## config.mk

```make
export PLATFORM = sky130hd
export DESIGN_NAME = muldiv_iter
export DESIGN_NICKNAME = d
export VERILOG_FILES = /design/src/rtl/muldiv_iter.sv
export SDC_FILE = /design/constraint.sdc
export NUM_CORES = 1
export LEC_CHECK = 0
export ABC_AREA = 1
export ABC_CLOCK_PERIOD_IN_PS = 8600
export BUFFER_PORTS_ARGS = -buffer_cell sky130_fd_sc_hd__buf_2
export CORE_MARGIN = 5
export CORE_UTILIZATION = 30
export CTS_CLUSTER_SIZE = 24
export DETAILED_ROUTE_END_ITERATION = 8
export PLACE_DENSITY = 0.47
export SETUP_SLACK_MARGIN = 0.3
export SLEW_MARGIN = 0
export SYNTH_ARGS = -nofsm -noshare
export SYNTH_HDL_FRONTEND = slang
export SYNTH_SLANG_ARGS = --single-unit
```

## constraint.sdc

```tcl
create_clock -name clk -period 8.6 [get_ports clk]
set_input_delay 0.86 -clock clk [delete_from_list [all_inputs] [get_ports clk]]
set_output_delay 0.86 -clock clk [all_outputs]
set_load 0.02 [all_outputs]
```

## src/rtl/muldiv_iter.sv

```systemverilog
`default_nettype none
// ============================================================================
// Module      : muldiv_iter
// Description : Iterative radix-2 multiply/divide unit (shift-add multiply,
//               restoring divide) with start/busy/done handshake and cancel.
// Revision    : 1.0 - initial release
// ============================================================================
module muldiv_iter #(
    parameter int WIDTH = 32
) (
    input  logic             clk,
    input  logic             rst,
    input  logic             start,
    input  logic [1:0]       op,
    input  logic [WIDTH-1:0] x,
    input  logic [WIDTH-1:0] y,
    input  logic             cancel,
    output logic             busy,
    output logic             done,
    output logic [WIDTH-1:0] lo,
    output logic [WIDTH-1:0] hi,
    output logic             div_zero
);

    localparam int c_cnt_w = $clog2(WIDTH + 1);
    localparam logic [c_cnt_w-1:0] c_last = c_cnt_w'(WIDTH - 1);

    typedef enum logic [1:0] {
        S_IDLE = 2'd0,
        S_CALC = 2'd1,
        S_FIX  = 2'd2
    } state_t;

    state_t               r_state;
    logic [1:0]           r_op;
    logic [WIDTH-1:0]     r_a;        // multiplicand or divisor magnitude
    logic [2*WIDTH-1:0]   r_acc;      // product accumulator; low half doubles as dividend/quotient
    logic [WIDTH-1:0]     r_rem;
    logic [WIDTH-1:0]     r_x_raw;
    logic                 r_y_zero;
    logic                 r_neg_lo;
    logic                 r_neg_hi;
    logic [c_cnt_w-1:0]   r_cnt;

    logic                 w_x_neg;
    logic                 w_y_neg;
    logic [WIDTH-1:0]     w_x_mag;
    logic [WIDTH-1:0]     w_y_mag;
    logic [WIDTH:0]       w_mul_sum;
    logic [2*WIDTH-1:0]   w_mul_next;
    logic [WIDTH:0]       w_div_shift;
    logic [WIDTH:0]       w_div_diff;
    logic                 w_div_ge;
    logic [WIDTH-1:0]     w_div_q_next;
    logic [2*WIDTH-1:0]   w_prod;
    logic [WIDTH-1:0]     w_quo;
    logic [WIDTH-1:0]     w_rem;

    // Magnitude of MIN is MIN itself read as unsigned, so no extra bit is needed.
    assign w_x_neg = op[0] & x[WIDTH-1];
    assign w_y_neg = op[0] & y[WIDTH-1];
    assign w_x_mag = w_x_neg ? -x : x;
    assign w_y_mag = w_y_neg ? -y : y;

    assign w_mul_sum  = {1'b0, r_acc[2*WIDTH-1:WIDTH]} + (r_acc[0] ? {1'b0, r_a} : '0);
    assign w_mul_next = {w_mul_sum, r_acc[WIDTH-1:1]};

    // Partial remainder stays below the divisor, so only the shifted word needs WIDTH+1 bits.
    assign w_div_shift  = {r_rem, r_acc[WIDTH-1]};
    assign w_div_diff   = w_div_shift - {1'b0, r_a};
    assign w_div_ge     = ~w_div_diff[WIDTH];
    assign w_div_q_next = {r_acc[WIDTH-2:0], w_div_ge};

    assign w_prod = r_neg_lo ? -r_acc : r_acc;
    assign w_quo  = r_neg_lo ? -r_acc[WIDTH-1:0] : r_acc[WIDTH-1:0];
    assign w_rem  = r_neg_hi ? -r_rem : r_rem;

    always_ff @(posedge clk or posedge rst) begin
        if (rst) begin
            r_state  <= S_IDLE;
            r_op     <= 2'b00;
            r_a      <= '0;
            r_acc    <= '0;
            r_rem    <= '0;
            r_x_raw  <= '0;
            r_y_zero <= 1'b0;
            r_neg_lo <= 1'b0;
            r_neg_hi <= 1'b0;
            r_cnt    <= '0;
            busy     <= 1'b0;
            done     <= 1'b0;
            lo       <= '0;
            hi       <= '0;
            div_zero <= 1'b0;
        end else begin
            done <= 1'b0;
            case (r_state)
                S_IDLE: begin
                    if (start && !cancel) begin
                        r_op     <= op;
                        r_x_raw  <= x;
                        r_y_zero <= (y == '0);
                        r_neg_lo <= w_x_neg ^ w_y_neg;
                        r_neg_hi <= op[1] ? w_x_neg : (w_x_neg ^ w_y_neg);
                        r_rem    <= '0;
                        r_cnt    <= '0;
                        busy     <= 1'b1;
                        r_state  <= S_CALC;
                        if (!op[1]) begin
                            r_a   <= w_x_mag;
                            r_acc <= {{WIDTH{1'b0}}, w_y_mag};
                        end else begin
                            r_a   <= w_y_mag;
                            r_acc <= {{WIDTH{1'b0}}, w_x_mag};
                        end
                    end
                end
                S_CALC: begin
                    if (cancel) begin
                        busy    <= 1'b0;
                        r_state <= S_IDLE;
                    end else begin
                        if (!r_op[1]) begin
                            r_acc <= w_mul_next;
                        end else begin
                            r_acc[WIDTH-1:0] <= w_div_q_next;
                            r_rem <= w_div_ge ? w_div_diff[WIDTH-1:0] : w_div_shift[WIDTH-1:0];
                        end
                        r_cnt <= r_cnt + 1'b1;
                        if (r_cnt == c_last) begin
                            r_state <= S_FIX;
                        end
                    end
                end
                S_FIX: begin
                    if (!r_op[1]) begin
                        lo       <= w_prod[WIDTH-1:0];
                        hi       <= w_prod[2*WIDTH-1:WIDTH];
                        div_zero <= 1'b0;
                    end else if (r_y_zero) begin
                        lo       <= r_x_raw;
                        hi       <= '0;
                        div_zero <= 1'b1;
                    end else begin
                        lo       <= w_quo;
                        hi       <= w_rem;
                        div_zero <= 1'b0;
                    end
                    done    <= 1'b1;
                    busy    <= 1'b0;
                    r_state <= S_IDLE;
                end
                default: begin
                    busy    <= 1'b0;
                    r_state <= S_IDLE;
                end
            endcase
        end
    end

endmodule
`default_nettype wire
```

After elaboration in Yosys (flattened, before gate mapping)
Index checks and enable logic that the tools add are counted.
{"block": "word_totals", "inputBits": 70, "wordCells": 84, "output_inout_bits": 67, "reg_bits": 240}
{"block": "classes", "bitwise": 4, "n_reduce_logical": 11, "eq_ne": 9, "mux": 36, "add_sub_neg": 8}
{"cell": "32-bit two-way mux", "n": 17}
{"cell": "64-bit two-way mux", "n": 3}
{"cell": "32-bit negator", "n": 4}
{"cell": "64-bit case mux with 2 select lines", "n": 1}
{"cell": "64-bit negator", "n": 1}
{"cell": "32-bit case mux with 2 select lines", "n": 1}
{"cell": "32-bit by 32-bit adder with 33-bit output", "n": 1}
{"cell": "33-bit by 32-bit subtractor with 33-bit output", "n": 1}
{"cell": "32-bit logical NOT", "n": 1}
{"cell": "6-bit two-way mux", "n": 2}
{"cell": "6-bit case mux with 2 select lines", "n": 1}
{"cell": "2-bit != test, second input constant", "n": 5}
{"cell": "4-bit AND reduction", "n": 2}
{"cell": "6-bit by 1-bit adder with 6-bit output, second input constant", "n": 1}
{"cell": "6-bit by 5-bit == test with 1-bit output, second input constant", "n": 1}
{"cell": "1-bit two-way mux", "n": 6}
{"cell": "2-bit two-way mux", "n": 3}
{"cell": "2-bit AND reduction", "n": 3}
{"cell": "2-bit case mux with 2 select lines", "n": 1}
{"cell": "3-bit != test, second input constant", "n": 1}
{"cell": "3-bit AND reduction", "n": 1}
{"cell": "1-bit bitwise AND", "n": 2}
{"cell": "2-bit by 1-bit == test with 1-bit output, second input constant", "n": 1}
{"cell": "2-bit == test, second input constant", "n": 1}
{"cell": "other kinds (7)", "n": 7}

Depth between registers and ports, before layout
{"block": "logic_depth", "ltp_word": 5, "mapped_depth": 20, "ltp_nobuf": 18}

Least setup slack after synthesis
No wires, ideal clock.
{"block": "synth_timing", "path_kind": "register to register", "start": "register r_acc[0]", "end": "register r_acc[53]", "stages_incl_launch_ff": 18, "required_time_ps": 8482, "arrival_time_ps": 2501, "slack_ps": 5981, "period_less_slack_ps": 2619, "n_path_buf": 2, "setup_ps": 118, "cell_sequence": "dfrtp_1 -> buf_2 -> clkbuf_1 -> nand2_1 -> inv_1 -> ha_1 -> inv_1 -> fa_1 -> inv_1 -> nand2_1 -> o21ai_0 -> nand2_1 -> nand2_1 -> nand3_1 -> a21boi_0 -> o21ai_0 -> nand3_1 -> nand2_1"}
{"block": "synth_via", "elab_chain_len": 5}
{"element": "start, declared", "line_no": "37", "rtl": "logic [2*WIDTH-1:0] r_acc;"}
{"element": "start signal, assigned", "line_no": "111", "rtl": "r_acc <= {{WIDTH{1'b0}}, w_y_mag};"}
{"element": "start signal, assigned", "line_no": "114", "rtl": "r_acc <= {{WIDTH{1'b0}}, w_x_mag};"}
{"element": "start signal, assigned", "line_no": "124", "rtl": "r_acc <= w_mul_next;"}
{"element": "32-bit two-way mux", "line_no": "65", "rtl": "assign w_mul_sum = {1'b0, r_acc[2*WIDTH-1:WIDTH]} + (r_acc[0] ? {1'b0, r_a} : '0);"}
{"element": "32-bit by 32-bit adder with 33-bit output", "line_no": "65"}
{"element": "32-bit two-way mux", "line_no": "123", "rtl": "if (!r_op[1]) begin"}
{"element": "64-bit two-way mux", "line_no": "119", "rtl": "if (cancel) begin"}
{"element": "64-bit case mux with 2 select lines", "line_no": "97", "rtl": "case (r_state)"}
Every way passes these cells. The select of a mux whose other input is x is not followed.
A chain may end at the register's enable or synchronous reset.

Worst setup path in the final report
{"block": "layout_timing", "start": "register r_state[0]", "end": "register r_a[31]"}
{"block": "layout_via", "elab_chain_len": 2}
{"element": "start, declared", "line_no": "34", "rtl": "state_t r_state;"}
{"element": "start signal, assigned", "line_no": "80", "rtl": "r_state <= S_IDLE;"}
{"element": "start signal, assigned", "line_no": "108", "rtl": "r_state <= S_CALC;"}
{"element": "start signal, assigned", "line_no": "121", "rtl": "r_state <= S_IDLE;"}
{"element": "2-bit logical NOT", "line_no": "97"}
{"element": "2-bit AND reduction (no line)"}
{"element": "end signal, assigned", "line_no": "110", "rtl": "r_a <= w_x_mag;"}
{"element": "end signal, assigned", "line_no": "113", "rtl": "r_a <= w_y_mag;"}
{"element": "end, declared", "line_no": "36", "rtl": "logic [WIDTH-1:0] r_a;"}
Every way passes these cells.

==> run metrics <==
status finished, final reports clean; Die W 272 um; H-tree depth 2; number of port buffers between 100 and 150; postcts setup bufs 0; final instance area roughly 23000 sq um; Final nets 3626; Seq/Total Area, Yosys 0.291; CTS Sinks 239; mean area per synthesized cell ~6.0 sq um; first-pass GRT wire length between 100000 and 150000 um; final setup violation count 0; Hold-fix buffers, CTS 0; final estimated routing congestion in global placement about 0.96; setup TNS 0 ns; antenna violations before repair 0; Worst-path clk slew approximately 0.06 ns; Max VDD drop roughly 150 uV; Die H around 270 um; final hold violations 0; worst hold path type in -> async; CTS tree yes; Area Overhead vs Synth 12.8%; Synth Net Count approximately 3.5k; Post-synth EDFFs 0; crit end category flop; fill count about 7.7k; DRC 0; Syn. warnings 0; Peak Freq between 200 and 300 MHz; Worst slew margin 0.318; row count 96; flops & latches, synth around 240; clock skew 0.0383 ns; FF+latch area roughly 6000 sq um; Vias/cell around 5; Resize count post-CTS 0; placed instance area approximately 22000 sq um; asr flop ratio synth 1.00; Worst Path Arrival ~4.3 ns; actual slew at the worst max-slew pin ~1 ns; DR vias around 22k; Routed WL per cell 20.1 um; drt total wl 88300 um; worst r2r src r_state[0]$_DFFE_PP0P_; Pleak 12.4 nW; CP startpoint kind flop; layout cells sized above 1 0.0689; # IOs 137; Final ANT Viol Nets 0; Diodes inserted 0; critical path class reg -> reg; Die Footprint approximately 74000 sq um; overflow left after global routing 0; Yosys cell types between 40 and 50; vias in the first global route between 20k and 25k; DR pass1 iterations 7; starting density of the core 0.301; unrepaired setup endpoints after global routing no; largest net degree at the start of global routing between 100 and 150; # Max-Cap Violations 0; final worst slack ~4.8 ns; Place WS ~4.3 ns; core area just under 70000 sq um; Tmin final 3.78 ns; DP Wirelength 71200 um; Worst Path Required 9.09 ns; Initial DRC Count 2210; Root Driver clkbuf_16; Skew-Pair Late Insertion Delay 0.58 ns; area occupied by multi-input gates about 12000 sq um; Power Density ~300 nW/um^2; cells on worst reg2reg path 7; Max clock buf depth 3; reg-to-reg setup timing slack between 4 and 5 ns; GRT Overall Usage 0.232; Top FF cell, synth dfrtp_1; final worst-path cycle share 0.440; CP max FO a little over 80; Num CTS Buffers 34; Synth Instances 3404; Slew Limit Fails 0; Reg-to-Reg End r_a[31]$_DFFE_PP0P_; post-synthesis cell area 20600 sq um; Finished Core Util 0.340
synth_stat cells, types with 3 or more instances:
master	count	area share
a21boi_0	4	0.0015
clkbuf_1	66	0.012
buf_1	12	0.0022
o31ai_1	3	0.0011
nand2_1	1162	0.21
o21ai_0	175	0.043
o21ai_1	3	0.00073
a31oi_1	13	0.0040
a21o_1	7	0.0026
dfrtp_1	239	0.29
xnor2_1	15	0.0064
or2_2	7	0.0021
o21a_1	5	0.0018
nor2_1	410	0.075
nand4_1	35	0.011
o22ai_1	9	0.0027
a22oi_1	16	0.0058
inv_2	5	0.00091
nor2_2	3	0.00091
a221oi_1	31	0.013
o221ai_1	12	0.0051
nor2_4	3	0.0016
nand3b_1	12	0.0044
nand2_2	5	0.0015
and2_1	5	0.0015
a21oi_1	152	0.037
nor3_1	27	0.0066
xor2_1	47	0.020
inv_1	434	0.079
o21bai_1	6	0.0022
buf_4	7	0.0026
ha_1	69	0.042
o211ai_1	43	0.016
buf_2	23	0.0056
nand3_1	320	0.078
nor4_1	3	0.00091
per-layer routing:
layer / vias up / track usage / wire [um]
li1: 11151 / - / -
met1: 10531 / 0.332 / 41600
met2: 663 / 0.367 / 39000
met3: 131 / 0.0258 / 4560
met4: 0 / 0.0748 / 3100
met5: - / 0 / 0
sequential cells by signal (all words and copies together) (netlist names), 2 cells and up:
register and flops:
r_cnt 6, lo 32, r_acc 64, r_a 32, r_rem 32, r_state 2
r_x_raw 32, hi 32
kinds of logic (layout without fill, tap and decap cells):
logic type / after synthesis / in the layout / share of synthesized area
and+or+nand+nor: 1999 / 1999 / 0.398
adders and majority gates: 71 / 71 / 0.0439
AOI/OAI and AO/OA: 483 / 483 / 0.138
DFF: 239 / 239 / 0.291
xor gates and xnor gates: 62 / 62 / 0.0264
buffers and inverters: 550 / 657 / 0.104
metrics by stage:
step	total power, mW	instances	hold slack (ns)
floorplan	4.02	3404	0.448
global placement	5.26	4331	0.457
detailed placement	5.25	4331	0.460
CTS	6.77	4393	0.471
global route	7.27	4393	0.498
finish	6.80	4393	0.422
cells in the final DEF, fill, tap and decap left out, drive strengths merged, types with 12 or more instances in the layout:
master and count:
a221oi 31, nor2 416, nand3b 12, dfrtp 239, buf 155, nor3 27, o21ai 180, o211ai 43
ha 69, a21oi 152, a22oi 16, xor2 47, nand3 322, clkbuf 47, nand2 1167, inv 442
nand4 35, o221ai 12, a31oi 13, xnor2 15
critical path, cell delays in order (launching register included):
cell      delay, ns
dfrtp_1        0.42
nor2_1         0.25
nand3_4        0.70
inv_2          0.85
nand2_1        0.42
inv_1          0.72
nand3_1        0.17
o211ai_1       0.13
where the power goes:
group	total [mW]	switching (mW)	leakage [nW]	internal (mW)
logic	3.36	2.36	8.75	0.999
clock network	1.50	0.612	0.563	0.886
registers	1.94	0.530	3.13	1.41
total	6.80	3.50	12.4	3.30
final cells by class:
class | count | area share
inverter | 440 | 0.0715
timing repair buffer | 155 | 0.0355
clock buffer | 47 | 0.0413
multi-input combinational | 2615 | 0.537
clock inverter | 15 | 0.00916
tap | 882 | 0.0475
sequential | 239 | 0.258
how the worst max path moves through the flow:
stage,from,end,slack (ns),cells after the start
floorplan,rst,busy$_DFFE_PP0P_,1.18,1
global placement,cancel,r_a[31]$_DFFE_PP0P_,4.31,8
detailed placement,cancel,r_a[31]$_DFFE_PP0P_,4.31,8
CTS,r_state[0]$_DFFE_PP0P_,r_a[26]$_DFFE_PP0P_,4.86,7
global route,r_state[0]$_DFFE_PP0P_,r_a[28]$_DFFE_PP0P_,4.49,7
finish,r_state[0]$_DFFE_PP0P_,r_a[31]$_DFFE_PP0P_,4.82,7
(Power assumes the default switching activity.)
